## config.mk

```make
export PLATFORM = sky130hd
export DESIGN_NAME = register_file_mp
export DESIGN_NICKNAME = d
export VERILOG_FILES = /design/src/rtl/rf_pkg.sv /design/src/rtl/rf_read_port.sv /design/src/rtl/register_file_mp.sv
export SDC_FILE = /design/constraint.sdc
export NUM_CORES = 1
export LEC_CHECK = 0
export CORE_MARGIN = 4
export CORE_UTILIZATION = 57
export CTS_BUF_LIST = sky130_fd_sc_hd__clkbuf_4
export CTS_CLUSTER_SIZE = 10
export DETAILED_ROUTE_END_ITERATION = 8
export PLACE_DENSITY = 0.89
export SLEW_MARGIN = 20
export SYNTH_ARGS = -nofsm -noshare
export SYNTH_HDL_FRONTEND = slang
export SYNTH_SLANG_ARGS = --single-unit
```

## constraint.sdc

```tcl
create_clock -name clk -period 1.95 [get_ports clk]
set_clock_uncertainty 0.1 [all_clocks]
set_input_delay 0.195 -clock clk [delete_from_list [all_inputs] [get_ports clk]]
set_output_delay 0.195 -clock clk [all_outputs]
set_load 0.1 [all_outputs]
```

## src/rtl/rf_pkg.sv

```systemverilog
// Shared defaults and packed read-port slicing helpers for the multi-port register file.
package rf_pkg;

   localparam int BIT_WIDTH_D = 32;
   localparam int REG_WIDTH_D = 4;
   localparam int NUM_RD_MAX  = 4;

   // Low bit of port k's field in a packed per-port bus of width w
   function automatic int slice_lo(input int k, input int w);
      return k * w;
   endfunction

   function automatic bit num_rd_ok(input int n);
      return (n >= 1) && (n <= NUM_RD_MAX);
   endfunction

endpackage

```

## src/rtl/rf_read_port.sv

```systemverilog
// One read port: same-cycle write forwarding, hardwired-zero masking and busy lookup.
module rf_read_port import rf_pkg::*; #(
   parameter int BIT_WIDTH = BIT_WIDTH_D,
   parameter int REG_WIDTH = REG_WIDTH_D,
   parameter int ZERO_REG  = 1,
   parameter int BYPASS    = 1
) (
   input  logic [REG_WIDTH-1:0] addr,
   input  logic [BIT_WIDTH-1:0] stored,
   input  logic                 stored_busy,
   input  logic                 wrtEn0,
   input  logic [REG_WIDTH-1:0] dr0,
   input  logic [BIT_WIDTH-1:0] dIn0,
   input  logic                 wrtEn1,
   input  logic [REG_WIDTH-1:0] dr1,
   input  logic [BIT_WIDTH-1:0] dIn1,
   input  logic                 issueEn,
   input  logic [REG_WIDTH-1:0] issueDr,
   output logic [BIT_WIDTH-1:0] data,
   output logic                 busy
);

   logic hit0, hit1, iss_hit;

   assign hit0    = wrtEn0 && (dr0 == addr);
   assign hit1    = wrtEn1 && (dr1 == addr);
   assign iss_hit = issueEn && (issueDr == addr);

   always_comb begin
      data = stored;
      busy = stored_busy;
      if (BYPASS != 0) begin
         // Port 1 wins the forward, matching its priority in storage
         if (hit1)      data = dIn1;
         else if (hit0) data = dIn0;
         if ((hit0 || hit1) && !iss_hit) busy = 1'b0;
      end
      if ((ZERO_REG != 0) && (addr == '0)) begin
         data = '0;
         busy = 1'b0;
      end
   end

endmodule

```

## src/rtl/register_file_mp.sv

```systemverilog
// Two-write, NUM_RD-read register file with per-register busy scoreboard and write-collision flag.
module register_file_mp import rf_pkg::*; #(
   parameter int BIT_WIDTH = BIT_WIDTH_D,
   parameter int REG_WIDTH = REG_WIDTH_D,
   parameter int NUM_RD    = 2,
   parameter int ZERO_REG  = 1,
   parameter int BYPASS    = 1
) (
   input  logic                          clk,
   input  logic                          reset_n,
   input  logic                          wrtEn0,
   input  logic [REG_WIDTH-1:0]          dr0,
   input  logic [BIT_WIDTH-1:0]          dIn0,
   input  logic                          wrtEn1,
   input  logic [REG_WIDTH-1:0]          dr1,
   input  logic [BIT_WIDTH-1:0]          dIn1,
   input  logic                          issueEn,
   input  logic [REG_WIDTH-1:0]          issueDr,
   input  logic [NUM_RD*REG_WIDTH-1:0]   rdAddr,
   output logic [NUM_RD*BIT_WIDTH-1:0]   rdData,
   output logic [NUM_RD-1:0]             rdBusy,
   output logic                          wrCollide
);

   localparam int REG_SIZE = 1 << REG_WIDTH;

   if (!num_rd_ok(NUM_RD)) begin : g_bad_num_rd
      $error("register_file_mp: NUM_RD must be 1..4");
   end

   logic [BIT_WIDTH-1:0] regs [REG_SIZE];
   logic [REG_SIZE-1:0]  busy_q, busy_n;
   logic                 we0, we1, iss;

   // Writes/issues aimed at a hardwired-zero R0 are dropped here
   assign we0 = wrtEn0  && !((ZERO_REG != 0) && (dr0 == '0));
   assign we1 = wrtEn1  && !((ZERO_REG != 0) && (dr1 == '0));
   assign iss = issueEn && !((ZERO_REG != 0) && (issueDr == '0));

   // Issue applied last so it wins over a same-cycle writeback
   always_comb begin
      busy_n = busy_q;
      if (we0) busy_n[dr0] = 1'b0;
      if (we1) busy_n[dr1] = 1'b0;
      if (iss) busy_n[issueDr] = 1'b1;
   end

   always_ff @(posedge clk or negedge reset_n) begin
      if (!reset_n) begin
         for (int i = 0; i < REG_SIZE; i++) regs[i] <= '0;
         busy_q    <= '0;
         wrCollide <= 1'b0;
      end else begin
         if (we0) regs[dr0] <= dIn0;
         if (we1) regs[dr1] <= dIn1;
         busy_q    <= busy_n;
         wrCollide <= wrtEn0 && wrtEn1 && (dr0 == dr1);
      end
   end

   for (genvar k = 0; k < NUM_RD; k++) begin : g_rd
      logic [REG_WIDTH-1:0] a;
      assign a = rdAddr[slice_lo(k, REG_WIDTH) +: REG_WIDTH];

      rf_read_port #(
         .BIT_WIDTH (BIT_WIDTH),
         .REG_WIDTH (REG_WIDTH),
         .ZERO_REG  (ZERO_REG),
         .BYPASS    (BYPASS)
      ) u_rd (
         .addr        (a),
         .stored      (regs[a]),
         .stored_busy (busy_q[a]),
         .wrtEn0      (wrtEn0),
         .dr0         (dr0),
         .dIn0        (dIn0),
         .wrtEn1      (wrtEn1),
         .dr1         (dr1),
         .dIn1        (dIn1),
         .issueEn     (issueEn),
         .issueDr     (issueDr),
         .data        (rdData[slice_lo(k, BIT_WIDTH) +: BIT_WIDTH]),
         .busy        (rdBusy[k])
      );
   end

endmodule

```

==> results by group, run 1 <==
Yosys
  • Count leader, synth: mux2i_1
  • Yosys cell types: 45
  • Top cells by count, synth: mux2i_1 (608), dfrtp_1 (528), nor2_1 (363)
  • Asr flop ratio synth: 100.0%
  • Post-Syn Nets: 3354
  • Post-synthesis cell count: 3265
  • Mean post-synth cell area: 10.26 sq um
  • Number of synthesized register bits: 528
  • Netlist Area Pre-Place: 33500 sq um
  • Top cell type's share of synthesized area: 39.45%
  • Synth area leader: dfrtp_1
  • Top_reg_cell synth: dfrtp_1
  • Part of the Yosys area used for sequential elements: 39.45%
  • Top cells by area, synth: dfrtp_1 (39%), mux2i_1 (18%), mux4_2 (13%)
  • Yosys warnings: 0
  • Post-synth EDFFs: 0

CTS
  • TritonCTS Buffers: 140
  • Htree depth: 4
  • Clock sink total: 528
  • Clk buf depth: 3
  • Clock Root Buffer: clkbuf_4

Run status
  • Stop Error: [ERROR GRT-0232] Routing congestion too high. Check the congestion heatmap in the GUI.
  • Stopped at: 5_1_grt
  • Status: did not finish

GRT
  • Largest net degree at the start of global routing: 87
  • Grt ovf: 31
  • Total track usage: 76.67%
  • Initial antenna violation count: 26

Timing
  • Worst_ep kind: output port
  • Crit. endpoint post-GRT repair: rdData[1]

Floorplanning
  • Die height: 250.4 um
  • Io pins: 156
  • DIE WIDTH: 250.4 um
  • Initial Util: 57.84%
  • Row count: 88

Placement
  • Post-DP HPWL: 90.16 mm
  • DP Area: 41620 sq um
  • DP Worst Slack: -0.8208 ns
  • GPL Wtd Cong: 0.9884
  • PortBufs: 155
  • Placed insts: 4248
## routing by layer
layer	track usage [%]	overflow
met2	85.54	17
met3	74.74	1
met5	55.83	1
met4	72.04	8
met1	73.96	4
## cells by family after synthesis
kind of cell | synth area share, %
compound gates | 14.84
mux | 31.68
xor+xnor | 0.7321
flops | 39.45
buf+inv | 5.797
simple gates | 7.501
## per-stage QoR
step / utilization [%] / hold WS [ns]
2_1_floorplan: - / -0.2006
3_3_place_gp: 71.86 / 0.06690
3_5_place_dp: 71.86 / 0.09241
4_1_cts: 77.52 / 0.001866
## what timing repair did
action / 4_1_cts
setup endpoints to repair: 67
hold buffers: 70
gates resized for setup: 109
pin swaps: 91
setup buffers: 35
hold endpoints to repair: 802
==> inputs of run 2 (changes only) <==
--- a/config.mk
+++ b/config.mk
@@ -6,11 +6,9 @@
 export NUM_CORES = 1
 export LEC_CHECK = 0
 export CORE_MARGIN = 4
-export CORE_UTILIZATION = 57
-export CTS_BUF_LIST = sky130_fd_sc_hd__clkbuf_4
-export CTS_CLUSTER_SIZE = 10
+export CORE_UTILIZATION = 40
 export DETAILED_ROUTE_END_ITERATION = 8
-export PLACE_DENSITY = 0.89
+export PLACE_DENSITY_LB_ADDON = 0.15
 export SLEW_MARGIN = 20
 export SYNTH_ARGS = -nofsm -noshare
 export SYNTH_HDL_FRONTEND = slang
==> constraint.sdc (replaced) <==
create_clock -name clk -period 2.5 [get_ports clk]
set_clock_uncertainty 0.1 [all_clocks]
set_input_delay 0.25 -clock clk [delete_from_list [all_inputs] [get_ports clk]]
set_output_delay 0.25 -clock clk [all_outputs]
set_load 0.1 [all_outputs]
==> run 2 against run 1 <==
The flow now finishes, with violations (setup timing). Synthesized cell count stayed put. Area after synthesis is the same.
==> results by group, run 2 <==
Route
  • DR iter-0 viols: 3390
  • DRC violations left: 0
  • Vias per cell: 6.341
  • WL/cell: 30.07 um
  • Final WL: 138.6 mm
  • Via Count: 29210
  • DRT antenna net count: 0
  • DRT Pass-1 Iters: 6

Timing
  • Fin Hold WS: 0.07180 ns
  • Setup Viol. Count Final: 66
  • Setup WS post-layout: -0.2897 ns
  • RSZ-0062 raised after global routing: true
  • Max Fclk: 0.3585 GHz
  • Crit share post-route: 111.6%
  • Max-slew headroom: 52.75%
  • Worst-margin pin slew: 0.7073 ns
  • Tmin final: 2.790 ns
  • Final Hold Fails: 0
  • Final Max Tran Viols: 0

Critical path
  • CP Launch Type: register
  • R2R cell count: 3
  • Crit path required time: 2.15 ns
  • Crit Path Max Fanout: 2
  • RR Endpoint: regs[89]
  • Arrival time worst endpoint: 2.44 ns
  • CP Capture Type: primary output
  • Worst setup path start: regs[64]
  • FF-to-FF Start: regs[89]
  • CP Class: register to primary output
  • Reg2reg setup slack: 1.49 ns

CTS
  • Clock sink total: 528 (unchanged)
  • Clk_lat worst skew: 0.60 ns
  • TritonCTS Buffers: 66 (was 140)
  • Clk buf depth: 3 (unchanged)
  • Htree depth: 3 (was 4)
  • Clock Root Buffer: clkbuf_16 (was clkbuf_4)
  • CTS tree: built
  • Clock Pin Slew Worst Setup and Hold Paths: 0.06 ns

Placement
  • DP Area: 40220 sq um (was 41620 sq um)
  • PortBufs: 155 (unchanged)
  • GPL Wtd Cong: 0.8996 (was 0.9884)
  • Post-DP HPWL: 88.24 mm (was 90.16 mm)

Yosys
  • Netlist Area Pre-Place: 33500 sq um (unchanged)
  • Yosys cell types: 45 (unchanged)
  • Synth area leader: dfrtp_1 (unchanged)
  • Asr flop ratio synth: 100.0% (unchanged)
  • Top_reg_cell synth: dfrtp_1 (unchanged)
  • Post-Syn Nets: 3354 (unchanged)
  • Mean post-synth cell area: 10.26 sq um (unchanged)
  • Top cells by area, synth: dfrtp_1 (39%), mux2i_1 (18%), mux4_2 (13%) (unchanged)
  • Post-synthesis cell count: 3265 (unchanged)
  • Post-synth EDFFs: 0 (unchanged)
  • Top cell type's share of synthesized area: 39.45% (unchanged)
  • Part of the Yosys area used for sequential elements: 39.45% (unchanged)
  • Count leader, synth: mux2i_1 (unchanged)
  • Yosys warnings: 0 (unchanged)
  • Top cells by count, synth: mux2i_1 (608), dfrtp_1 (528), nor2_1 (363) (unchanged)
  • Number of synthesized register bits: 528 (unchanged)

GRT
  • M1 GR Usage: 42.66%
  • Largest net degree at the start of global routing: 75
  • Grt met2 use: 46.54%
  • Initial antenna violation count: 0
  • Grt ovf: 0
  • First-pass GRT wire length: 203.1 mm
  • Vias in the first global route: 29440
  • GR peak layer: met2
  • Total track usage: 30.49%
  • Grt met3 use: 5.890%

Final layout
  • Area delta synth->final: 32.78%
  • Largest regs: regs x512, busy_q x15, wrCollide x1
  • Layout cells sized above 1: 30.14%
  • Final Cell Area: 44480 sq um
  • Largest register FFs: 512
  • Most common cell after layout, fill and taps aside: mux2i_1
  • Fin util: 53.91%
  • Ant. Diodes: 0
  • Nets: 3573
  • Most flops, register: regs
  • Commonest non-fill, non-tap cells in the layout: mux2i_1 (606), dfrtp_1 (528), nor2_1 (358)

Min path
  • Hold Path Class: input pin to async pin

Floorplanning
  • Core ar.: 82500 sq um
  • Row count: 105 (was 88)
  • Die area: 88430 sq um
  • Io pins: 156 (unchanged)
  • Die height: 297.4 um (was 250.4 um)
  • Initial Util: 40.60% (was 57.84%)
  • DIE WIDTH: 297.4 um (was 250.4 um)

Job
  • Max cap viols: 0

Run status
  • Status: complete, but fails checks (was did not finish)
  • Failing checks: setup timing

Pwr
  • PD cells: 779.4 nW/um^2
  • Worst vdd ir: 0.5608 mV
  • Static leakage: 0.01878 uW
-- run 2: cell counts after synthesis --
No cell type changed its count.
-- run 2: worst max path at each step --
stage	slack, ns	to	cells after the start
3_5_place_dp	-0.59	rdData[0]	11
3_3_place_gp	-0.60	rdData[0]	11
6_report	-0.29	rdData[0]	6
5_1_grt	-0.36	rdData[22]	6
2_1_floorplan	-0.18	rdData[0]	8
4_1_cts	-0.32	rdData[0]	6
-- run 2: cell type report --
type / instances / area [sq um]
clock buffer: 94 / 1959
clock inverter: 27 / 239.0
fill: 7020 / 38030
multi-input combinational: 2282 / 20200
sequential: 528 / 13210
tap: 1070 / 1339
timing repair buffer: 606 / 7527
-- run 2: timing repair --
| action | CTS | global route |
|---|---|---|
| endpoints found under the hold margin | 503 | 0 |
| buffers inserted | 47 | 21 |
| pin swaps | 147 | 19 |
| setup endpoints to repair | 66 | 66 |
| cloned | 4 | 4 |
| hold buffers | 1 | 0 |
| gates resized for setup | 224 | 49 |
-- run 2: metrics by stage --
stage	setup slack [ns]	power, uW	TNS [ns]	instances
2_1_floorplan	-0.1848	19660	-0.1848	3265
3_3_place_gp	-0.6036	23590	-33.12	4410
3_5_place_dp	-0.5856	23950	-33.11	4410
4_1_cts	-0.3170	34400	-10.15	4582
5_1_grt	-0.3553	36020	-12.31	4607
6_report	-0.2897	34670	-9.218	4607
-- run 2: worst max-delay path, stage by stage, from the launching register on --
cell	delay, ns
dfrtp_1	0.40
mux4_2	0.48
a211o_1	0.28
a211oi_2	0.24
buf_4	0.18
o2bb2ai_4	0.07
buf_12	0.18
-- run 2: routing by layer --
metal,vias to the layer above,routed length (um),part of all wire (%)
li1,12340,-,-
met5,-,0,0
met1,14840,57210,41
met3,339,12890,9.3
met4,0,5953,4.3
met2,1693,62490,45
-- run 2: cell families after synthesis --
family,Yosys count,share of synthesized area [%]
AO/OA/AOI/OAI,819,14.84
multiplexers,810,31.68
AND/OR/NAND/NOR,625,7.501
flip-flops,528,39.45
buffers and inverters,455,5.797
XOR/XNOR,28,0.7321
-- run 2: where the power goes --
group / switching [uW] / total [uW] / internal, uW
clock network: 4100 / 9730 / 5630
registers: 1810 / 12400 / 10600
logic: 6580 / 12500 / 5930
total: 12500 / 34700 / 22200
Note: power is estimated with default switching activity, not from simulation.
